### src/rtl/hap_pkg.sv
// hap_pkg: shared opcodes, instruction field positions and sequencer states
package hap_pkg;
  localparam int IW = 16;
  localparam int PW = 8;
  localparam int OP_HI = 15;
  localparam int OP_LO = 11;
  localparam int R1_HI = 10;
  localparam int R1_LO = 8;
  localparam int M_HI = 7;
  localparam int M_LO = 0;
  localparam int R2_HI = 2;
  localparam int R2_LO = 0;
  localparam logic [4:0] OP_JMP = 5'b10000;
  localparam logic [4:0] OP_BZ = 5'b10001;
  localparam logic [4:0] OP_BNZ = 5'b10010;
  localparam logic [4:0] OP_SKE = 5'b10011;
  localparam logic [4:0] OP_JR = 5'b10100;
  localparam logic [4:0] OP_HALT = 5'b11111;
  typedef enum logic [2:0] {S_FETCH, S_DECODE, S_REGRD, S_RESOLVE, S_EXEC, S_HALT} state_t;
endpackage

### src/rtl/branch_sequencer_if.sv
// branch_sequencer_if: instruction fetch, register read and execute handshakes
interface branch_sequencer_if import hap_pkg::*; #(parameter int DW = 8);
  logic imem_rd;
  logic [PW-1:0] imem_addr;
  logic imem_ack;
  logic [IW-1:0] imem_data;
  logic [2:0] rf_addr_a;
  logic [2:0] rf_addr_b;
  logic [DW-1:0] rf_data_a;
  logic [DW-1:0] rf_data_b;
  logic ex_valid;
  logic [IW-1:0] ex_instr;
  logic ex_done;
  logic [PW-1:0] pc;
  logic halted;
  modport master (
    output imem_rd, imem_addr, rf_addr_a, rf_addr_b, ex_valid, ex_instr, pc, halted,
    input imem_ack, imem_data, rf_data_a, rf_data_b, ex_done
  );
  modport slave (
    input imem_rd, imem_addr, rf_addr_a, rf_addr_b, ex_valid, ex_instr, pc, halted,
    output imem_ack, imem_data, rf_data_a, rf_data_b, ex_done
  );
endinterface

### src/rtl/branch_resolve.sv
// branch_resolve: next pc for a branch-class opcode, all arithmetic modulo 256
module branch_resolve import hap_pkg::*; #(
  parameter int DW = 8
) (
  input  logic [4:0]    op,
  input  logic [PW-1:0] pc,
  input  logic [PW-1:0] m,
  input  logic [DW-1:0] rega,
  input  logic [DW-1:0] regb,
  output logic [PW-1:0] next_pc
);
  logic [PW-1:0] inc1;
  logic [PW-1:0] inc2;
  always_comb begin
    inc1 = pc + 8'd1;
    inc2 = pc + 8'd2;
    next_pc = op == OP_JMP ? m :
              op == OP_BZ  ? (rega == '0 ? m : inc1) :
              op == OP_BNZ ? (rega != '0 ? m : inc1) :
              op == OP_SKE ? (rega == regb ? inc2 : inc1) :
              op == OP_JR  ? 8'(rega) : inc1;
  end
endmodule

### src/rtl/branch_sequencer.sv
// branch_sequencer: owns the pc, fetches instructions, resolves branches, dispatches the rest
module branch_sequencer import hap_pkg::*; #(
  parameter logic [PW-1:0] RESET_PC = 8'h00,
  parameter int DW = 8
) (
  input logic clk,
  input logic rst_n,
  branch_sequencer_if.master bus
);
  state_t state, next_state;
  logic [IW-1:0] ir;
  logic [DW-1:0] rega, regb;
  logic [PW-1:0] pc, next_pc;
  logic [4:0] op;
  logic fetch_ok, done_ok, is_reg;
  assign op = ir[OP_HI:OP_LO];
  assign is_reg = op == OP_BZ || op == OP_BNZ || op == OP_SKE || op == OP_JR;
  // imem_rd/ex_valid are registered, so a handshake only counts once the request is visible
  assign fetch_ok = state == S_FETCH && bus.imem_rd && bus.imem_ack;
  assign done_ok = state == S_EXEC && bus.ex_valid && bus.ex_done;
  branch_resolve #(.DW(DW)) u_resolve (
    .op(op),
    .pc(pc),
    .m(ir[M_HI:M_LO]),
    .rega(rega),
    .regb(regb),
    .next_pc(next_pc)
  );
  always_ff @(posedge clk) begin
    if (!rst_n) begin
      state <= S_FETCH;
      pc <= RESET_PC;
      ir <= '0;
      rega <= '0;
      regb <= '0;
      bus.imem_rd <= 1'b0;
      bus.ex_valid <= 1'b0;
      bus.ex_instr <= '0;
      bus.halted <= 1'b0;
    end else begin
      state <= next_state;
      bus.imem_rd <= next_state == S_FETCH;
      bus.ex_valid <= next_state == S_EXEC;
      bus.halted <= next_state == S_HALT;
      if (next_state == S_EXEC) bus.ex_instr <= ir;
      if (fetch_ok) ir <= bus.imem_data;
      if (state == S_REGRD) begin
        rega <= bus.rf_data_a;
        regb <= bus.rf_data_b;
      end
      if (state == S_RESOLVE) pc <= next_pc;
      else if (done_ok) pc <= pc + 8'd1;
    end
  end
  always_comb begin
    next_state = state;
    case (state)
      S_FETCH:   next_state = fetch_ok ? S_DECODE : S_FETCH;
      S_DECODE:  next_state = op == OP_JMP ? S_RESOLVE : op == OP_HALT ? S_HALT : is_reg ? S_REGRD : S_EXEC;
      S_REGRD:   next_state = S_RESOLVE;
      S_RESOLVE: next_state = S_FETCH;
      S_EXEC:    next_state = done_ok ? S_FETCH : S_EXEC;
      S_HALT:    next_state = S_HALT;
      default:   next_state = S_FETCH;
    endcase
  end
  always_comb begin
    bus.imem_addr = pc;
    bus.pc = pc;
    bus.rf_addr_a = ir[R1_HI:R1_LO];
    bus.rf_addr_b = ir[R2_HI:R2_LO];
  end
endmodule

### src/flat_wrapper.sv
// flat-port wrapper written by rule: the top's interface ports become plain ports
module branch_sequencer_flat import hap_pkg::*;
#(
  parameter logic [PW-1:0] RESET_PC = 8'h00,
  parameter int DW = 8
)
  (clk, rst_n, bus_imem_rd, bus_imem_addr, bus_rf_addr_a, bus_rf_addr_b, bus_ex_valid, bus_ex_instr, bus_pc, bus_halted, bus_imem_ack, bus_imem_data, bus_rf_data_a, bus_rf_data_b, bus_ex_done);
  branch_sequencer_if #(.DW(DW)) bus_i ();
  input logic clk;
  input logic rst_n;
  output wire logic [$bits(bus_i.imem_rd)-1:0] bus_imem_rd;
  output wire logic [$bits(bus_i.imem_addr)-1:0] bus_imem_addr;
  output wire logic [$bits(bus_i.rf_addr_a)-1:0] bus_rf_addr_a;
  output wire logic [$bits(bus_i.rf_addr_b)-1:0] bus_rf_addr_b;
  output wire logic [$bits(bus_i.ex_valid)-1:0] bus_ex_valid;
  output wire logic [$bits(bus_i.ex_instr)-1:0] bus_ex_instr;
  output wire logic [$bits(bus_i.pc)-1:0] bus_pc;
  output wire logic [$bits(bus_i.halted)-1:0] bus_halted;
  input wire logic [$bits(bus_i.imem_ack)-1:0] bus_imem_ack;
  input wire logic [$bits(bus_i.imem_data)-1:0] bus_imem_data;
  input wire logic [$bits(bus_i.rf_data_a)-1:0] bus_rf_data_a;
  input wire logic [$bits(bus_i.rf_data_b)-1:0] bus_rf_data_b;
  input wire logic [$bits(bus_i.ex_done)-1:0] bus_ex_done;
  assign bus_imem_rd = bus_i.imem_rd;
  assign bus_imem_addr = bus_i.imem_addr;
  assign bus_rf_addr_a = bus_i.rf_addr_a;
  assign bus_rf_addr_b = bus_i.rf_addr_b;
  assign bus_ex_valid = bus_i.ex_valid;
  assign bus_ex_instr = bus_i.ex_instr;
  assign bus_pc = bus_i.pc;
  assign bus_halted = bus_i.halted;
  assign bus_i.imem_ack = bus_imem_ack;
  assign bus_i.imem_data = bus_imem_data;
  assign bus_i.rf_data_a = bus_rf_data_a;
  assign bus_i.rf_data_b = bus_rf_data_b;
  assign bus_i.ex_done = bus_ex_done;
  branch_sequencer #(.RESET_PC(RESET_PC), .DW(DW)) u_core (.clk(clk), .rst_n(rst_n), .bus(bus_i));
endmodule
### config.mk
export PLATFORM = sky130hd
export DESIGN_NAME = branch_sequencer_flat
export DESIGN_NICKNAME = d
export VERILOG_FILES = /design/src/rtl/hap_pkg.sv /design/src/rtl/branch_sequencer_if.sv /design/src/rtl/branch_resolve.sv /design/src/rtl/branch_sequencer.sv /design/src/flat_wrapper.sv
export SDC_FILE = /design/constraint.sdc
export NUM_CORES = 1
export LEC_CHECK = 0
export CAP_MARGIN = 20
export CORE_AREA = 2 2 121 135
export CTS_BUF_LIST = sky130_fd_sc_hd__clkbuf_4
export CTS_CLUSTER_SIZE = 16
export DETAILED_ROUTE_END_ITERATION = 6
export DIE_AREA = 0 0 123 137
export HOLD_SLACK_MARGIN = 0.08
export PLACE_DENSITY = 0.47
export SKIP_LAST_GASP = 1
export SYNTH_ARGS = -nofsm -noshare
export SYNTH_HDL_FRONTEND = slang
export SYNTH_SLANG_ARGS = --single-unit
### constraint.sdc
create_clock -name clk -period 2.23 [get_ports clk]
set_clock_uncertainty 0.15 [all_clocks]
set_input_delay 0.223 -clock clk [delete_from_list [all_inputs] [get_ports clk]]
set_output_delay 0.223 -clock clk [all_outputs]
set_load 0.01 [all_outputs]
Yosys cells after proc, flatten, opt, wreduce, memory -nomap -nowiden
Cells that the tools add are included.
Widths: inputs -> output; s select.
{"block": "word_totals", "out_inout_bits": 41, "elab_cells": 53, "latchBits": 0, "rom_bits": 0, "n_memories": 0, "ramBits": 0, "reg_bits": 62, "input_bits": 36}
{"block": "classes", "reduce_logical": 12, "addsub": 2, "div": 0, "n_eq_ne": 14, "shifts": 0, "bitwise": 0, "n_lt_le_gt_ge": 0, "n_mux": 16, "n_mul": 0}
{"operator": "$mux 8", "n": 10}
{"operator": "$eq 5x5->1 const B", "n": 6}
{"operator": "$pmux 3 s5", "n": 1}
{"operator": "$eq 3x3->1 const B", "n": 4}
{"operator": "$mux 3", "n": 4}
{"operator": "$add 8x1->8 const B", "n": 1}
{"operator": "$add 8x2->8 const B", "n": 1}
{"operator": "$eq 8x8->1", "n": 1}
{"operator": "$logic_not 8->1", "n": 1}
{"operator": "$reduce_bool 8->1", "n": 1}
{"operator": "$eq 3x2->1 const B", "n": 2}
{"operator": "$logic_not 3->1", "n": 2}
{"operator": "$logic_and 1x1->1", "n": 4}
{"operator": "$eq 3x1->1 const B", "n": 1}
{"operator": "$logic_or 1x1->1", "n": 3}
{"operator": "$reduce_bool 2->1", "n": 1}
{"operator": "$mux 1", "n": 1}

Depth between registers and ports, before layout
Gate-level depths: netlist (run 1).
{"block": "logic_depth", "ltp_word": 9, "depth_mapped": 9, "ltp_nobuf": 7}

Modules after synthesis
From an unflattened synthesis (run 1), not the netlist that was laid out.
{"block": "unflattened", "cells_unflattened": 466, "area_unflattened_um2": 3683.5}
{"mod": "branch_sequencer", "area_each_um2": 2702.6, "n_inst": 1, "cells_per_inst": 315}
{"mod": "branch_resolve", "area_each_um2": 980.9, "n_inst": 1, "cells_per_inst": 151}

Least setup slack after synthesis (run 1)
No wires, ideal clock.
{"block": "synth_path", "path_type": "reg2reg", "startpoint": "register u_core.rega[4]", "endpoint": "register u_core.pc[3] (netlist: u_core.bus.imem_addr[3])", "slack_ps": 47, "setup_time_ps": 120, "t_arrival_ps": 1913, "required_time_ps": 1960, "stages_incl_launch_ff": 8, "path_cell_list": "dfxtp_1 > or4_4 > buf_6 > o211a_1 > a31oi_4 > nand3_1 > and3_1 > o31a_1"}
{"block": "synth_via", "elab_chain_len": 7, "elab_cells_between_ends": 11, "classes_between": "eq/ne (1); mux (8); reduce/logical (2)"}
{"item": "from (decl)", "line": "branch_sequencer.sv:12", "rtl": "logic [DW-1:0] rega, regb;"}
{"item": "from (signal assigned)", "line": "branch_sequencer.sv:48", "rtl": "rega <= bus.rf_data_a;"}
{"item": "$eq 8x8->1", "line": "branch_resolve.sv:20", "rtl": "op == OP_SKE ? (rega == regb ? inc2 : inc1) :"}
{"item": "$mux 8 (2 in a row)", "line": "branch_resolve.sv:20"}
{"item": "$mux 8", "line": "branch_resolve.sv:19", "rtl": "op == OP_BNZ ? (rega != '0 ? m : inc1) :"}
{"item": "$mux 8 (*)", "line": "branch_resolve.sv:18", "rtl": "op == OP_BZ ? (rega == '0 ? m : inc1) :"}
{"item": "$mux 8 (*)", "line": "branch_resolve.sv:17", "rtl": "next_pc = op == OP_JMP ? m :"}
{"item": "$mux 8 (*)", "line": "branch_sequencer.sv:51", "rtl": "if (state == S_RESOLVE) pc <= next_pc;"}
{"item": "to (signal assigned)", "line": "branch_sequencer.sv:51"}
{"item": "to (signal assigned)", "line": "branch_sequencer.sv:52", "rtl": "else if (done_ok) pc <= pc + 8'd1;"}
{"item": "to (decl)", "line": "branch_sequencer.sv:13", "rtl": "logic [PW-1:0] pc, next_pc;"}
Every way passes the cells marked *; elsewhere a longest branch is shown, timed or not.
A chain may end at the register's enable or synchronous reset.

Final worst setup path (run 1)
{"block": "layout_path", "startpoint": "register u_core.rega[1]", "endpoint": "register u_core.pc[3] (netlist: u_core.bus.imem_addr[3])"}
Same word-level chain as after synthesis.

==> out/results.ini, run 1 <==
[sta]
finalHoldViolations = 0
grt_setup_unrepaired = true
min_period_over_period_pct = 101
tightest_slew_ps = 536
fin_crit_ps = 2260
max_freq_ghz = 0.443
worst_slew_margin_rel_pct = 63.8
drv_slew = 0
setup_viol = 1
fin_ws_ps = -25.3

[final_layout]
drive_above_1_share_pct = 20.0
layout_commonest_cell = nand2_1
final_area_um2 = 5220
synthToLayoutAreaGrowth_pct = 37.9
nNetsFinal = 613
mostFrequentLayoutCells = 90 x nand2_1, 75 x clkdlybuf4s50_1, 53 x dfxtp_1
fillers = 1656
postLayoutCoreUtil_pct = 33.7

[setup_path]
r2r-end = u_core.bus.imem_addr[3]
cp-start-kind = flop
r2r_slack_ps = -30
worstRegToRegCells = 6
end_kind = flop
r2r-start = u_core.rega[1]
critPathMaxFanout = 8
cp_data_required_time_ps = 2420
arrival_ps = 2440
crit_type = flop to flop

[floorplan]
rows = 48
pin_count = 77
core_um2 = 15500
die_y_um = 137
design.die.area_um2 = 16900
die_x_um = 123
start_util_pct = 24.4

[detailed_routing]
finalWirelength_mm = 12.7
wl_per_cell_um = 16.3
vias = 3807
drc = 0
viasPerCell = 4.87
drt_iter0_drc = 198
ant_nets = 0
drt-pass1-iter-count = 7

[hold_path]
hold_depth = 3
hold_end = u_core.ir[1]
worstHoldStart = bus_imem_data[1]
hold_class = primary input to flop

[logic_synthesis]
yosysWarnings = 0
synth_cell_types = 70
synth_area_um2 = 3780
synthCells = 482
syn_nets = 520
synth_edf_count = 0
ys.flop_type = dfxtp_1
async_flop_share_pct = 0
ys_ff_latch = 62
synth_area_per_cell_um2 = 7.85
ys_seq_area_share_pct = 32.8

[clock_network]
cts_buffer_depth = 2
holdBufCountCts = 0
cts_tree = done
clk_latency_ps = 430
cts_buffers = 9
cts_sinks = 62
clk_pin_slew_worst_paths_ps = 120
htree_num_levels = 3
clock-root-buffer = clkbuf_4

[power_and_ir_drop]
ir_drop_uv = 207
power.density_nw_per_um2 = 469
power.leakage_nw = 2.03

[status]
failed_checks = setup timing
status = finished with violations

[grt]
first_global_vias = 3657
grt_max_degree = 63
antenna_found_initial = 1
grt_usage_pct = 15.5
grt.overflow.total = 0
grt_first_pass_wirelength_mm = 20.2

[placed_design]
dp_hpwl_mm = 9.58
gp_congestion = 0.929
placed_area_um2 = 4920
port_buffers = 76

[job]
maxCapViolCount = 0

-- sequential cells by signal, indices dropped and copies added (netlist names) --
signal / flops
u_core.bus.ex_instr: 16
u_core.ir: 16
u_core.bus.imem_addr: 8
u_core.rega: 8
u_core.regb: 8
u_core.state: 3
u_core.bus.ex_valid: 1
u_core.bus.halted: 1
u_core.bus.imem_rd: 1
-- power by group --
group / leakage [nW] / switching (W) / internal [W]
clock: 0.0723 / 0.000474 / 0.000342
sequential: 0.506 / 0.0000448 / 0.00114
combinational: 1.45 / 0.000209 / 0.000240
total: 2.03 / 0.000727 / 0.00172
-- per-layer routing --
metal / track usage [%] / share of wire (%) / routed length (um) / up-vias
li1: - / - / - / 1863
met1: 20.6 / 45 / 5680 / 1792
met2: 24.7 / 47 / 6020 / 130
met3: 2.08 / 4.7 / 595 / 22
met4: 7.51 / 3.6 / 454 / 0
met5: 0 / 0 / 0 / -
-- through the flow --
stage	total power, W	setup TNS (ps)	cells	hold slack (ps)	worst slack [ps]
after floorplan	0.00141	0	482	218	47.4
after global placement	0.00161	-48.6	759	321	-43.4
after detailed placement	0.00162	-260	759	322	-95.7
after CTS	0.00244	-71.2	777	168	-36.6
after global routing	0.00257	-456	781	178	-110
final	0.00245	-25.3	781	188	-25.3
-- timing repair --
| action | in CTS | in global routing |
|---|---|---|
| gates cloned | 0 | 1 |
| setup endpoints to repair | 6 | 22 |
| resized for setup | 4 | 27 |
| pin swaps | 2 | 9 |
| buffers inserted | 2 | 2 |
-- synthesized netlist by cell type (4+ instances only) --
library cell	number	area (um^2)
or2_2	4	25.0
and2_1	6	37.5
a21boi_0	33	248
nor3_1	6	30.0
a21oi_1	19	95.1
nor2_1	23	86.3
mux2i_1	19	190
xor2_1	11	96.3
clkbuf_1	28	105
nand4_1	6	37.5
buf_2	4	20.0
buf_4	15	113
a211oi_1	5	37.5
o31ai_1	4	30.0
nand2_1	90	338
nand3b_1	5	37.5
inv_1	8	30.0
nand3_1	16	80.1
and3_1	5	31.3
o21ai_0	19	95.1
dfxtp_1	62	1240
nor2b_1	20	125
-- worst max path at each step --
stage	endpoint	start	slack (ps)
6_report	u_core.bus.imem_addr[3]	u_core.rega[1]	-30
3_3_place_gp	u_core.bus.imem_addr[3]	u_core.rega[0]	-40
5_1_grt	u_core.bus.imem_addr[3]	u_core.rega[1]	-110
4_1_cts	u_core.bus.imem_addr[2]	u_core.rega[4]	-40
3_5_place_dp	u_core.bus.imem_addr[3]	u_core.rega[0]	-100
2_1_floorplan	u_core.bus.imem_addr[3]	u_core.rega[4]	50
-- layout make-up --
cell class                 instances  area, um^2  share of cell area (%)
inverter                           9        33.8                   0.647
clock buffer                       9        67.6                    1.29
sequential                        62        1250                    24.0
multi-input combinational        361        2310                    44.4
timing repair buffer             132        1220                    23.4
tap                              200         250                    4.80
clock inverter                     7        72.6                    1.39
antenna                            1        2.50                  0.0480
-- kinds of logic (layout without fill, tap and decap cells) --
kind of cell,count (synthesis),in the layout,share of synthesized area (%)
simple gates,203,203,26.9
mux,22,22,5.92
fa+ha+maj,2,2,0.661
xor+xnor,13,13,3.01
other cells,0,1,0
compound gates,121,121,22.9
buf+inv,59,157,7.87
flops,62,62,32.8
-- worst max-delay path, cell delays in order, from the launching register on --
cell     delay [ps]
dfxtp_2         330
or4_4           600
o211a_4         290
a31oi_4         250
nand2_1          90
and3_1          180
o31a_1          280
Note: power is estimated with default switching activity, not from simulation.
==> run 2, diff against run 1 <==
--- a/config.mk
+++ b/config.mk
@@ -7,12 +7,13 @@
 export LEC_CHECK = 0
 export CAP_MARGIN = 20
 export CORE_AREA = 2 2 121 135
-export CTS_BUF_LIST = sky130_fd_sc_hd__clkbuf_4
+export CTS_BUF_LIST = sky130_fd_sc_hd__clkbuf_4 sky130_fd_sc_hd__clkbuf_8
 export CTS_CLUSTER_SIZE = 16
 export DETAILED_ROUTE_END_ITERATION = 6
 export DIE_AREA = 0 0 123 137
 export HOLD_SLACK_MARGIN = 0.08
 export PLACE_DENSITY = 0.47
+export RECOVER_POWER = 100
 export SKIP_LAST_GASP = 1
 export SYNTH_ARGS = -nofsm -noshare
 export SYNTH_HDL_FRONTEND = slang
==> run 2 against run 1 <==
Net effect:
- the flow still finishes with violations (setup timing)
- cell count grew 0.38%
- wire length grew 1.6%
- non-clock buffer count grew 4
- first-iteration DRC count grew 20%
- largest cell class unchanged
==> out/results.ini, run 2 (synthesis results as in run 1) <==
[floorplan]
design.die.area_um2 = 16900
die_y_um = 137
start_util_pct = 24.4
core_um2 = 15500
rows = 48
pin_count = 77
die_x_um = 123

[final_layout]
nNetsFinal = 617
diodes = 0
synthToLayoutAreaGrowth_pct = 39.8
fin_cells = 784
drive_above_1_share_pct = 20.5
layout_commonest_cell = nand2_1
top_regs = u_core.bus.ex_instr: 16 flops, u_core.ir: 16 flops
mostFrequentLayoutCells = 90 x nand2_1, 54 x dfxtp_1, 53 x buf_4
multi_input_area_um2 = 2330
ff_latch_area_um2 = 1250
fillers = 1656

[clock_network]
cts_tree = done
clk_latency_ps = 350
clock-root-buffer = clkbuf_8
cts_buffer_depth = 2
clk_pin_slew_worst_paths_ps = 80
holdBufCountCts = 0
cts_sinks = 62
cts_buffers = 9
htree_num_levels = 3

[placed_design]
dp_hpwl_mm = 9.58
dpl.cell_count = 759
gp_congestion = 0.929
port_buffers = 76

[detailed_routing]
wl_per_cell_um = 16.5
vias = 3817
drt-pass1-iter-count = 7
drc = 0
viasPerCell = 4.87
drt_iter0_drc = 237
ant_nets = 0
finalWirelength_mm = 13.0

[power_and_ir_drop]
pwr-share-comb_pct = 16.6
p_int_w = 0.00188
clock_power_share_pct = 38.6
power_switching_w = 0.000757
pwr-share-seq_pct = 44.9
sw_frac_of_total_pct = 28.7
ir_drop_uv = 251
power.leakage_nw = 2.20
power.density_nw_per_um2 = 499

[setup_path]
arrival_ps = 2350
slowest_stage = or4_4
crit_type = flop to flop
worstRegToRegCells = 6
critPathMaxFanout = 7
end_kind = flop
critical_path.max_stage_delay_ps = 590
path_cells = or4_4, o211a_4, a31oi_4, o22a_1, nand3_1, o31a_1
crit_family = compound AO/OA/AOI/OAI gates
cp-start-kind = flop
cp_num_buf_inv = 0
crit_cells = 6
cp_data_required_time_ps = 2320

[sta]
fin_crit_ps = 2260
fin_ws_ps = -28.1
max_freq_ghz = 0.443
whs_ps = 271
setup_viol = 1
worst_slew_margin_rel_pct = 49.2
finalHoldViolations = 0
tightest_slew_ps = 762
grt_setup_unrepaired = true
min_period_over_period_pct = 101
drv_slew = 0

[hold_path]
hold_class = primary input to flop
hold_depth = 4

[grt]
first_global_vias = 3683
grt.overflow.total = 0
grt_usage_pct = 15.5
grt_first_pass_wirelength_mm = 20.2
grt_max_degree = 63
antenna_found_initial = 0

[job]
maxCapViolCount = 0

[status]
status = finished with violations
failed_checks = setup timing

run 2: cell count changes in the layout (fill, tap and decap cells not counted), sizes merged:
cell and delta:
clkdlybuf4s50 -39, dlygate4sd3 +39, clkbuf +3, diode -1, buf +1
run 2: area by class of cell:
class | count | share of cell area (%)
inverters | 9 | 0.639
clock inverters | 7 | 1.37
well taps | 200 | 4.73
clock buffers | 9 | 2.34
flip-flops and latches | 62 | 23.7
multi-input cells | 361 | 44.0
repair buffers | 136 | 23.2
run 2: power by group through the flow:
stage | logic [W] | clock network, W | registers, W
global route | 0.000472 | 0.00110 | 0.00119
global placement | 0.000406 | 0 | 0.00121
detailed placement | 0.000410 | 0 | 0.00121
CTS | 0.000412 | 0.00105 | 0.00118
floorplan | 0.000222 | 0 | 0.00119
finish | 0.000438 | 0.00102 | 0.00118
run 2: timing repair:
action                     in CTS  in global routing
gates cloned                    0                  1
pin swaps                       1                 15
gates resized for setup         1                 30
setup endpoints to repair       6                 21
buffers inserted                2                  6
run 2: per-stage QoR:
stage	area, um^2	power, W	setup WS, ps	utilization [%]	TNS [ps]
4_1_cts	5140	0.00264	-34.0	33.1	-57.9
6_report	5290	0.00264	-28.1	34.1	-28.1
2_1_floorplan	3780	0.00141	47.4	-	0
5_1_grt	5290	0.00276	-94.2	34.1	-473
3_5_place_dp	4920	0.00162	-95.7	31.8	-260
3_3_place_gp	4920	0.00161	-43.4	31.8	-48.6
run 2: per-layer routing:
layer  global-route usage [%]  vias up  part of all wire, %
met4                     6.82        0                  2.6
met5                        0        -                    0
met1                     20.6     1807                   45
met3                     2.33       19                  4.2
li1                         -     1869                    -
met2                     24.7      122                   48
run 2: worst min-delay path: stages:
cell and delay (ps):
buf_2 100, and2_1 210, nand4_1 110, o211ai_1 80
run 2: path summary, 6_finish.rpt:
path,slack [ps],to,startpoint
worst max register to register,-30,u_core.bus.imem_addr[3],u_core.rega[2]
worst min-delay path,270,u_core.bus.imem_addr[7],rst_n
worst min register to register,320,u_core.ir[9],u_core.ir[9]
worst max-delay path,-30,u_core.bus.imem_addr[3],u_core.rega[2]
==> run 3, diff against run 2 <==
==> constraint.sdc (replaced) <==
create_clock -name clk -period 2.23 [get_ports clk]
set_clock_uncertainty 0.15 [all_clocks]
set_input_delay 0.223 -clock clk [delete_from_list [all_inputs] [get_ports clk]]
set_output_delay 0.223 -clock clk [all_outputs]
set_load 0.005 [all_outputs]
==> run 3 against run 2 <==
Net effect:
- via count rose by 0.16%
- hold slack worse by 1.2 ps
- sequential power is essentially flat
- critical path depth unchanged
- global-route usage did not move
- the run still ends with setup timing left
- non-clock buffer count unchanged
- power is 0.31% lower
- highest routed layer unchanged
- count of clock-buffer cells in the layout stayed put
- setup slack better by 5.8 ps
- sequential share of layout area is 0.051 points higher
==> out/results.ini, run 3 (synthesis results as in run 1) <==
[status]
status = finished with violations
failed_checks = setup timing

[clock_network]
cts_tree = done
cts_buffer_depth = 2
clk_latency_ps = 350
htree_num_levels = 3
cts_sinks = 62
cts_buffers = 9
clk_pin_slew_worst_paths_ps = 80
clock-root-buffer = clkbuf_8

[hold_path]
hold_class = primary input to flop

[setup_path]
critical_path.max_stage_delay_ps = 580
path_cells = or4_4, o211a_4, a31oi_4, o22a_1, nand3_1, o31a_1
critPathMaxFanout = 7
cp-start-kind = flop
arrival_ps = 2350
r2r_slack_ps = -20
crit_type = flop to flop
end_kind = flop
slowest_stage = or4_4
cp_data_required_time_ps = 2320

[detailed_routing]
wl_per_cell_um = 16.5
drc = 0
finalWirelength_mm = 13.0
drt_iter0_drc = 219
vias = 3823
viasPerCell = 4.88
ant_nets = 0
drt-pass1-iter-count = 5

[power_and_ir_drop]
power.leakage_nw = 2.18
power.density_nw_per_um2 = 499
ir_drop_uv = 250

[final_layout]
fin_cells = 784
synthToLayoutAreaGrowth_pct = 39.5
mostFrequentLayoutCells = 90 x nand2_1, 54 x dfxtp_1, 50 x buf_4
nNetsFinal = 617
final_area_um2 = 5280
drive_above_1_share_pct = 20.0
top_regs = u_core.bus.ex_instr: 16 flops, u_core.ir: 16 flops
diodes = 0
layout_commonest_cell = nand2_1
fillers = 1656

[floorplan]
core_um2 = 15500
pin_count = 77
rows = 48
die_y_um = 137
design.die.area_um2 = 16900
die_x_um = 123
start_util_pct = 24.4

[grt]
grt_usage_pct = 15.5
antenna_found_initial = 0
grt.overflow.total = 0
grt_first_pass_wirelength_mm = 20.2
first_global_vias = 3683
grt_max_degree = 63

[placed_design]
place_ws_ps = -95.7
port_buffers = 76
gp_congestion = 0.929
placed_area_um2 = 4920
dpl.cell_count = 759
dp_hpwl_mm = 9.58

[sta]
worst_slew_margin_rel_pct = 49.0
fin_ws_ps = -22.3
grt_setup_unrepaired = true
finalHoldViolations = 0
tightest_slew_ps = 764
whs_ps = 270
setup_viol = 1
max_freq_ghz = 0.444
drv_slew = 0
fin_crit_ps = 2250
min_period_over_period_pct = 101

[job]
maxCapViolCount = 0

[run 3: area by class of cell]
cell class	instances	area [um^2]	share of cell area [%]
Tap cell	200	250	4.74
Timing Repair Buffer	136	1220	23.1
Multi-Input combinational cell	361	2330	44.1
Clock inverter	7	72.6	1.37
Clock buffer	9	124	2.35
Inverter	9	33.8	0.640
Sequential cell	62	1250	23.7
[run 3: critical path, delay by kind of cell (launching register included)]
kind               cells  cell delay (ps)
and+or+nand+nor        2              660
DFF                    1              350
AOI/OAI and AO/OA      4              990
[run 3: final timing paths]
path | from | endpoint | depth (start not counted)
min reg2reg | u_core.ir[9] | u_core.ir[9] | 2
max reg2reg | u_core.rega[2] | u_core.bus.imem_addr[3] | 6
min | rst_n | u_core.bus.imem_addr[7] | 4
max | u_core.rega[2] | u_core.bus.imem_addr[3] | 6
[run 3: power breakdown]
group          internal, W  leakage, nW  switching, W
registers          0.00114        0.506     0.0000448
logic             0.000226         1.58      0.000205
clock network     0.000517       0.0956      0.000499
total              0.00188         2.18      0.000749
[run 3: metrics by stage]
| stage | TNS, ps | utilization [%] | total power (W) |
|---|---|---|---|
| 5_1_grt | -473 | 34.1 | 0.00275 |
| 2_1_floorplan | 0 | - | 0.00141 |
| 6_report | -22.3 | 34.1 | 0.00263 |
| 3_3_place_gp | -48.6 | 31.8 | 0.00161 |
| 3_5_place_dp | -260 | 31.8 | 0.00161 |
| 4_1_cts | -57.9 | 33.1 | 0.00263 |
[run 3: repair_timing]
item,CTS,global route
pin swaps,1,15
endpoints found under the setup margin,6,21
gates resized for setup,1,30
gates cloned,0,1
buffers inserted,2,6
hold buffers,0,0
[run 3: routing by layer]
metal	up-vias	wire, um	GRT usage (%)
met5	-	0	0
met3	20	613	2.33
met4	0	338	6.82
met2	123	6160	24.7
li1	1872	-	-
met1	1808	5850	20.6
